File: config.mk
export PLATFORM = sky130hd
export DESIGN_NAME = run_sequencer
export DESIGN_NICKNAME = d
export VERILOG_FILES = /design/src/rtl/run_sequencer.sv
export SDC_FILE = /design/constraint.sdc
export NUM_CORES = 1
export LEC_CHECK = 0
export ABC_AREA = 0
export BUFFER_PORTS_ARGS = -buffer_cell sky130_fd_sc_hd__buf_2
export CAP_MARGIN = 25
export CORE_MARGIN = 2
export CORE_UTILIZATION = 52
export DETAILED_ROUTE_END_ITERATION = 7
export PLACE_DENSITY = 0.82
export SYNTH_ARGS = -nofsm -noshare
export SYNTH_HDL_FRONTEND = slang
export SYNTH_SLANG_ARGS = --single-unit
export TNS_END_PERCENT = 10
File: constraint.sdc
create_clock -name clk -period 2 [get_ports clk]
set_clock_uncertainty 0.15 [all_clocks]
set_input_delay 0.4 -clock clk [delete_from_list [all_inputs] [get_ports clk]]
set_output_delay 0.4 -clock clk [all_outputs]
set_load 0.02 [all_outputs]
File: src/rtl/run_sequencer.sv
// Host-side run sequencer: per program it pulses core reset, issues a one-cycle req, waits for done
// and reports the run length. Define RUN_TIMEOUT_EN to compile in the RUN-state watchdog.
module run_sequencer #(
   parameter int NPROG      = 3,
   parameter int CW         = 16,
   parameter int RST_CYCLES = 2,
   parameter int TIMEOUT    = 1000
) (
   input  logic          clk,
   input  logic          reset,
   input  logic          start,
   output logic          busy,
   output logic          all_done,
   output logic          core_reset,
   output logic          core_req,
   input  logic          core_done,
   output logic          rpt_valid,
   output logic [1:0]    rpt_prog,
   output logic [CW-1:0] rpt_cycles,
   output logic          rpt_timeout
);

   localparam int            RW        = (RST_CYCLES > 1) ? $clog2(RST_CYCLES) : 1;
   localparam logic [RW-1:0] RST_LAST  = RW'(RST_CYCLES - 1);
   localparam logic [1:0]    PROG_LAST = 2'(NPROG - 1);
   localparam logic [CW-1:0] CYC_MAX   = {CW{1'b1}};
   localparam logic [CW-1:0] TMO_LAST  = CW'(TIMEOUT - 1);
`ifdef RUN_TIMEOUT_EN
   localparam logic          TMO_EN    = 1'b1;
`else
   localparam logic          TMO_EN    = 1'b0;
`endif

   typedef enum logic [2:0] {
      S_IDLE   = 3'd0,
      S_RST    = 3'd1,
      S_REQ    = 3'd2,
      S_RUN    = 3'd3,
      S_REPORT = 3'd4
   } state_t;

   state_t        state_r;
   state_t        state_s;
   logic [1:0]    prog_r;
   logic [1:0]    prog_s;
   logic [RW-1:0] rst_cnt_r;
   logic [RW-1:0] rst_cnt_s;
   logic [CW-1:0] cyc_cnt_r;
   logic [CW-1:0] cyc_cnt_s;
   logic [CW-1:0] cyc_inc_s;
   logic          done_q_r;
   logic          rst_phase_r;
   logic          tmo_hit_s;
   logic          rpt_load_s;
   logic          all_done_s;

   // Core reset must follow the async reset without waiting for a clock edge.
   assign core_reset = reset | rst_phase_r;

   // Next-state, counter and report-load decode.
   always_comb begin
      state_s    = state_r;
      prog_s     = prog_r;
      rst_cnt_s  = rst_cnt_r;
      cyc_cnt_s  = cyc_cnt_r;
      rpt_load_s = 1'b0;
      all_done_s = 1'b0;
      cyc_inc_s  = (cyc_cnt_r == CYC_MAX) ? cyc_cnt_r : cyc_cnt_r + CW'(1);
      tmo_hit_s  = TMO_EN & (cyc_cnt_r == TMO_LAST);
      case (state_r)
         S_IDLE: begin
            if (start) begin
               state_s   = S_RST;
               prog_s    = 2'd0;
               rst_cnt_s = RW'(0);
            end else begin
               state_s = S_IDLE;
            end
         end
         S_RST: begin
            rst_cnt_s = rst_cnt_r + RW'(1);
            if (rst_cnt_r == RST_LAST) begin
               state_s = S_REQ;
            end else begin
               state_s = S_RST;
            end
         end
         S_REQ: begin
            cyc_cnt_s = {CW{1'b0}};
            state_s   = S_RUN;
         end
         S_RUN: begin
            // done beats the watchdog; on timeout the count freezes at TIMEOUT-1
            if (done_q_r) begin
               cyc_cnt_s  = cyc_inc_s;
               rpt_load_s = 1'b1;
               state_s    = S_REPORT;
            end else if (tmo_hit_s) begin
               cyc_cnt_s  = cyc_cnt_r;
               rpt_load_s = 1'b1;
               state_s    = S_REPORT;
            end else begin
               cyc_cnt_s = cyc_inc_s;
               state_s   = S_RUN;
            end
            all_done_s = rpt_load_s & (prog_r == PROG_LAST);
         end
         S_REPORT: begin
            if (prog_r == PROG_LAST) begin
               state_s = S_IDLE;
            end else begin
               prog_s    = prog_r + 2'd1;
               rst_cnt_s = RW'(0);
               state_s   = S_RST;
            end
         end
         default: begin
            state_s = S_IDLE;
         end
      endcase
   end

   // State, counters, input sampling and registered outputs.
   always_ff @(posedge clk or posedge reset) begin
      if (reset) begin
         state_r     <= S_IDLE;
         prog_r      <= 2'd0;
         rst_cnt_r   <= RW'(0);
         cyc_cnt_r   <= {CW{1'b0}};
         done_q_r    <= 1'b0;
         rst_phase_r <= 1'b0;
         busy        <= 1'b0;
         all_done    <= 1'b0;
         core_req    <= 1'b0;
         rpt_valid   <= 1'b0;
         rpt_prog    <= 2'd0;
         rpt_cycles  <= {CW{1'b0}};
`ifdef RUN_TIMEOUT_EN
         rpt_timeout <= 1'b0;
`endif
      end else begin
         state_r     <= state_s;
         prog_r      <= prog_s;
         rst_cnt_r   <= rst_cnt_s;
         cyc_cnt_r   <= cyc_cnt_s;
         done_q_r    <= core_done;
         rst_phase_r <= (state_s == S_RST);
         busy        <= (state_s != S_IDLE);
         all_done    <= all_done_s;
         core_req    <= (state_s == S_REQ);
         rpt_valid   <= rpt_load_s;
         if (rpt_load_s) begin
            rpt_prog    <= prog_r;
            rpt_cycles  <= cyc_cnt_s;
`ifdef RUN_TIMEOUT_EN
            rpt_timeout <= ~done_q_r;
`endif
         end
      end
   end

`ifndef RUN_TIMEOUT_EN
   assign rpt_timeout = 1'b0;
`endif

endmodule
# Yosys cells after proc, flatten, opt, wreduce, memory -nomap -nowiden
# Index checks and enable logic that the tools add are counted.
# totals
out_inout_bits	24
input_bits	4
regBits	46
word_cells	50
# op_classes
addsub	3
n_eq_ne	10
n_reduce_logical	6
mux	17
bitwise	2
# ops
op	count
$pmux W16 S2	1
$add A16 B1 Y16 const B	1
$eq A16 B16 Y1 const B	1
$mux W16	1
$pmux W3 S5	1
$eq A3 B2 Y1 const B	3
$mux W1	8
$eq A3 B1 Y1 const B	2
$mux W2	3
$reduce_and A3 Y1	2
$reduce_bool A3 Y1	2
$ne A2 B2 Y1 const B	2
$pmux W2 S2	1
$eq A3 B3 Y1 const B	1
$logic_not A3 Y1	1
$mux W3	1
$pmux W1 S3	1
$add A2 B1 Y2 const B	1
$eq A2 B2 Y1 const B	1
$reduce_bool A2 Y1	1
$add A1 B1 Y1 const B	1
$and A1 B1 Y1	1
$or A1 B1 Y1	1

# Depth between registers and ports, before layout
# depth
word_depth	4
depth_mapped	7

# Worst setup path after synthesis
# Ideal clock, no wire load.
# synth_path
path_type	register to register
start	register cyc_cnt_r[1]
end	register cyc_cnt_r[11]
path_stages_with_launch	7
arrival_time_ns	1.846
slack_ns	-0.122
period_less_slack_ns	2.122
path_buffers	1
path_cell_list	dfrtp_1 ha_1 nand3_2 or4_4 buf_6 and3_4 a221o_1
# synth_via
elab_chain_cells	3
# synth_lines
element	line	source
start: declaration	48	logic [CW-1:0] cyc_cnt_r;
start signal: assignment	129	cyc_cnt_r <= {CW{1'b0}};
start signal: assignment	145	cyc_cnt_r <= cyc_cnt_s;
$add A16 B1 Y16 / $eq A16 B16 Y1 (equally long branches)	68	cyc_inc_s = (cyc_cnt_r == CYC_MAX) ? cyc_cnt_r : cyc_cnt_r + CW'(1);
$mux W16 *	68	
$pmux W16 S2 *	70	case (state_r)
via cyc_cnt_s[11]	49	logic [CW-1:0] cyc_cnt_s;
# The timed path passes the listed nets; every way through them passes the cells marked *.
# A chain may end at the register's enable or synchronous reset.

# Worst setup path after layout
# layout_path
start	register cyc_cnt_r[0]
end	register cyc_cnt_r[11]
# The elaborated chain is that of the path after synthesis.

==> results.sh <==
export IMPL_syn_nets=269
export IMPL_vias=2117
export IMPL_yosysMostFrequentCell="dfrtp_1"
export IMPL_fill_cells=369
export IMPL_intPower_mw=2.06
export IMPL_cts_htree_levels=2
export IMPL_synth_top_family_by_area="simple AND/OR/NAND/NOR gates"
export IMPL_clock_sinks=45
export IMPL_worstMarginPinSlew_ns=0.685
export IMPL_path_class="reg2reg"
export IMPL_dp_final_hpwl_mm=3.75
export IMPL_path_max_fanout=7
export IMPL_rsz0062_at_grt="true"
export IMPL_synth_ff_type="dfrtp_1"
export IMPL_ant_nets=0
export IMPL_async_flop_share=1.00
export IMPL_yosys_area_share_simple=0.231
export IMPL_hold_depth=1
export IMPL_synth_xor_area_share=0.0323
export IMPL_ys_warn_count=0
export IMPL_yosys_area_top_type="dfrtp_1"
export IMPL_place_area_mm2=0.00273
export IMPL_rows=24
export IMPL_drc=0
export IMPL_pwr_share_comb=0.376
export IMPL_place_ws_ns=0.0429
export IMPL_antenna_found_initial=0
export IMPL_gp_congestion=0.918
export IMPL_hold_path_startpoint="core_done"
export IMPL_synth_seq_cells=45
export IMPL_yosys_area_top_type_share=0.462
export IMPL_grt_remaining_overflow=0
export IMPL_initial_core_util=0.549
export IMPL_hold_viol=0
export IMPL_grt_max_degree=28
export IMPL_critPathCaptureType="register"
export IMPL_viasPerCell=5.93
export IMPL_track_usage=0.226
export IMPL_hold_path_class="in2reg"
export IMPL_use_met2=0.351
export IMPL_core_mm2=0.00444
export IMPL_p_per_area_mw_per_mm2=1140
export IMPL_pwr_share_clk=0.248
export IMPL_synth_adder_area_share=0.0103
export IMPL_synth_compound_area_frac=0.152
export IMPL_post_cts_setup_buffers=0
export IMPL_setup_ws_ns=0.0183
export IMPL_grt_busiest_layer="met2"
export IMPL_dr_first_iter_drc_count=259
export IMPL_grtUsageMet1=0.315
export IMPL_avgRoutedWirePerCell_um=15.1
export IMPL_cts_buffers_inserted=5
export IMPL_fmax_ghz=0.505
export IMPL_clock_path_buffers=2
export IMPL_swShare=0.374
export IMPL_reg2reg_slack_ns=0.02
export IMPL_fin_util=0.649
export IMPL_fin_total_pwr_mw=3.29
export IMPL_maxCapViolCount=0
export IMPL_cts_tree="done"
export IMPL_r2r_end="cyc_cnt_r[11]$_DFF_PP0_"
export IMPL_ys_seq_area_frac=0.462
export IMPL_finish_net_count=310
export IMPL_p_seq_frac=0.375
export IMPL_p_leak_nw=1.34
export IMPL_synth_mux_area_frac=0.0287
export IMPL_die_w_um=72.5
export IMPL_firstDrtPassIters=5
export IMPL_slew_headroom=0.541
export IMPL_final_layout_size_suffix_gt1_frac=0.252
export IMPL_synth_common_cells="dfrtp_1 (45), nand2_1 (38), o21ai_0 (24)"
export IMPL_grt_pass1_vias=1948
export IMPL_die_y_um=72.5
export IMPL_clkLatencyLatePin_ns=0.31
export IMPL_switching_power_mw=1.23
export IMPL_worst_r2r_path_depth=5
export IMPL_yosysUniqueCellTypes=54
export IMPL_clk_pin_slew_ns=0.08
export IMPL_met3_usage=0.0472
export IMPL_wirelength_mm=5.38
export IMPL_vdd_drop_max_uv=667
export IMPL_startpoint_type="register"
export IMPL_ios=28
export IMPL_min_period_ns=1.98
export IMPL_slew_viol_final=0
export IMPL_diodes=0
export IMPL_min_to="done_q_r$_DFF_PP0_"
export IMPL_r2r_start="cyc_cnt_r[0]$_DFF_PP0_"
export IMPL_final_area_mm2=0.00288
export IMPL_syn_to_final_growth_pct=18.2
export IMPL_cts_root_buf="clkbuf_8"
export IMPL_synth_edf_count=0
export IMPL_critPathArrivalTime_ns=2.03
export IMPL_cp_required_ns=2.04
export IMPL_synth_area_leaders="dfrtp_1 (46%), nand2_1 (5.8%), o21ai_0 (4.9%)"
export IMPL_setup_violations=0
export IMPL_synth_area_mm2=0.00244
export IMPL_status="complete, no violations"
export IMPL_post_route_period_util=0.991
export IMPL_syn_area_per_cell_um2=9.28
export IMPL_syn_instance_count=263
export IMPL_dieArea_mm2=0.00526
export IMPL_portBuffers=26
export IMPL_grt_pass1_wl_mm=9.12
## worst max path at each step
stage,startpoint,end,slack [ns],depth (start not counted)
floorplan,cyc_cnt_r[1]$_DFF_PP0_,cyc_cnt_r[11]$_DFF_PP0_,0.009,6
global placement,cyc_cnt_r[1]$_DFF_PP0_,cyc_cnt_r[11]$_DFF_PP0_,0.07,5
detailed placement,cyc_cnt_r[1]$_DFF_PP0_,cyc_cnt_r[11]$_DFF_PP0_,0.04,5
CTS,cyc_cnt_r[1]$_DFF_PP0_,cyc_cnt_r[11]$_DFF_PP0_,0.02,5
global route,cyc_cnt_r[0]$_DFF_PP0_,cyc_cnt_r[11]$_DFF_PP0_,-0.04,5
finish,cyc_cnt_r[0]$_DFF_PP0_,cyc_cnt_r[11]$_DFF_PP0_,0.02,5
## sequential cells by signal, indices dropped and copies added, names as in the netlist
| register | cells |
|---|---|
| cyc_cnt_r | 16 |
| rst_cnt_r | 1 |
| rpt_prog | 2 |
| core_req | 1 |
| busy | 1 |
| rpt_cycles | 16 |
| rst_phase_r | 1 |
| done_q_r | 1 |
| rpt_valid | 1 |
| prog_r | 2 |
| all_done | 1 |
| state_r | 2 |
## power groups by stage
| stage | sequential (mW) | combinational [mW] | clock (mW) |
|---|---|---|---|
| final | 1.24 | 1.24 | 0.818 |
| after global routing | 1.26 | 1.38 | 0.865 |
| after CTS | 1.23 | 1.23 | 0.828 |
| after detailed placement | 1.25 | 1.21 | 0 |
| after global placement | 1.24 | 1.19 | 0 |
| after floorplan | 1.33 | 0.746 | 0 |
## metal layers
metal | vias to the layer above | part of all wire
met5 | - | 0
met4 | 0 | 0.015
met3 | 9 | 0.070
met2 | 87 | 0.47
met1 | 1012 | 0.45
li1 | 1009 | -
## what timing repair did
| item | 4_1_cts | 5_1_grt |
|---|---|---|
| resized for setup | 0 | 3 |
| endpoints found under the hold margin | 17 | 0 |
| hold buffers | 1 | 0 |
| endpoints found under the setup margin | 0 | 5 |
## worst max-delay path, cell delays in order (launching register included)
cell and delay [ns]:
dfrtp_1 0.42, ha_4 0.17, nand3_4 0.07, or4_4 0.56, and3_4 0.21, a221o_1 0.28
## cell usage in the layout, fill, tap and decap left out, types with 2 or more instances in the layout
cell and instances:
o22a_1 2, a21oi_1 13, clkinv_1 2, nand4_1 5
a22o_1 3, nor3_1 4, xnor2_1 4, nor4_1 4
nor2_1 23, bufinv_16 2, o31ai_1 4, buf_2 26
buf_4 28, or2_2 2, nand3_1 16, nor4_2 2
buf_12 2, dfrtp_1 44, nand2b_1 2, a31oi_1 3
clkbuf_8 5, mux2i_1 7, inv_1 4, a21o_1 2
nand2_1 38, xor2_1 5, o21ai_0 24
## layout make-up
type,count,area [um2],area share
inverters,6,22.5,0.00781
flip-flops and latches,45,1130,0.391
repair buffers,57,390,0.135
well taps,52,65.1,0.0226
clock inverters,3,65.1,0.0226
multi-input cells,189,1140,0.397
clock buffers,5,68.8,0.0239
## cell families (layout without fill, tap and decap cells)
kind of cell	count (synthesis)	in the layout
simple gates	110	110
fa+ha+maj	2	2
buf+inv	29	71
other cells	1	1
compound gates	60	60
mux	7	7
xor+xnor	9	9
flops	45	45
## stage by stage
| stage | hold WS [ns] | instances | TNS (ns) |
|---|---|---|---|
| floorplan | 0.281 | 263 | 0 |
| global placement | 0.301 | 348 | 0 |
| detailed placement | 0.302 | 348 | 0 |
| CTS | 0.0410 | 357 | 0 |
| global route | 0.0409 | 357 | -0.0988 |
| finish | 0.0480 | 357 | 0 |
Note: power is estimated with default switching activity, not from simulation.
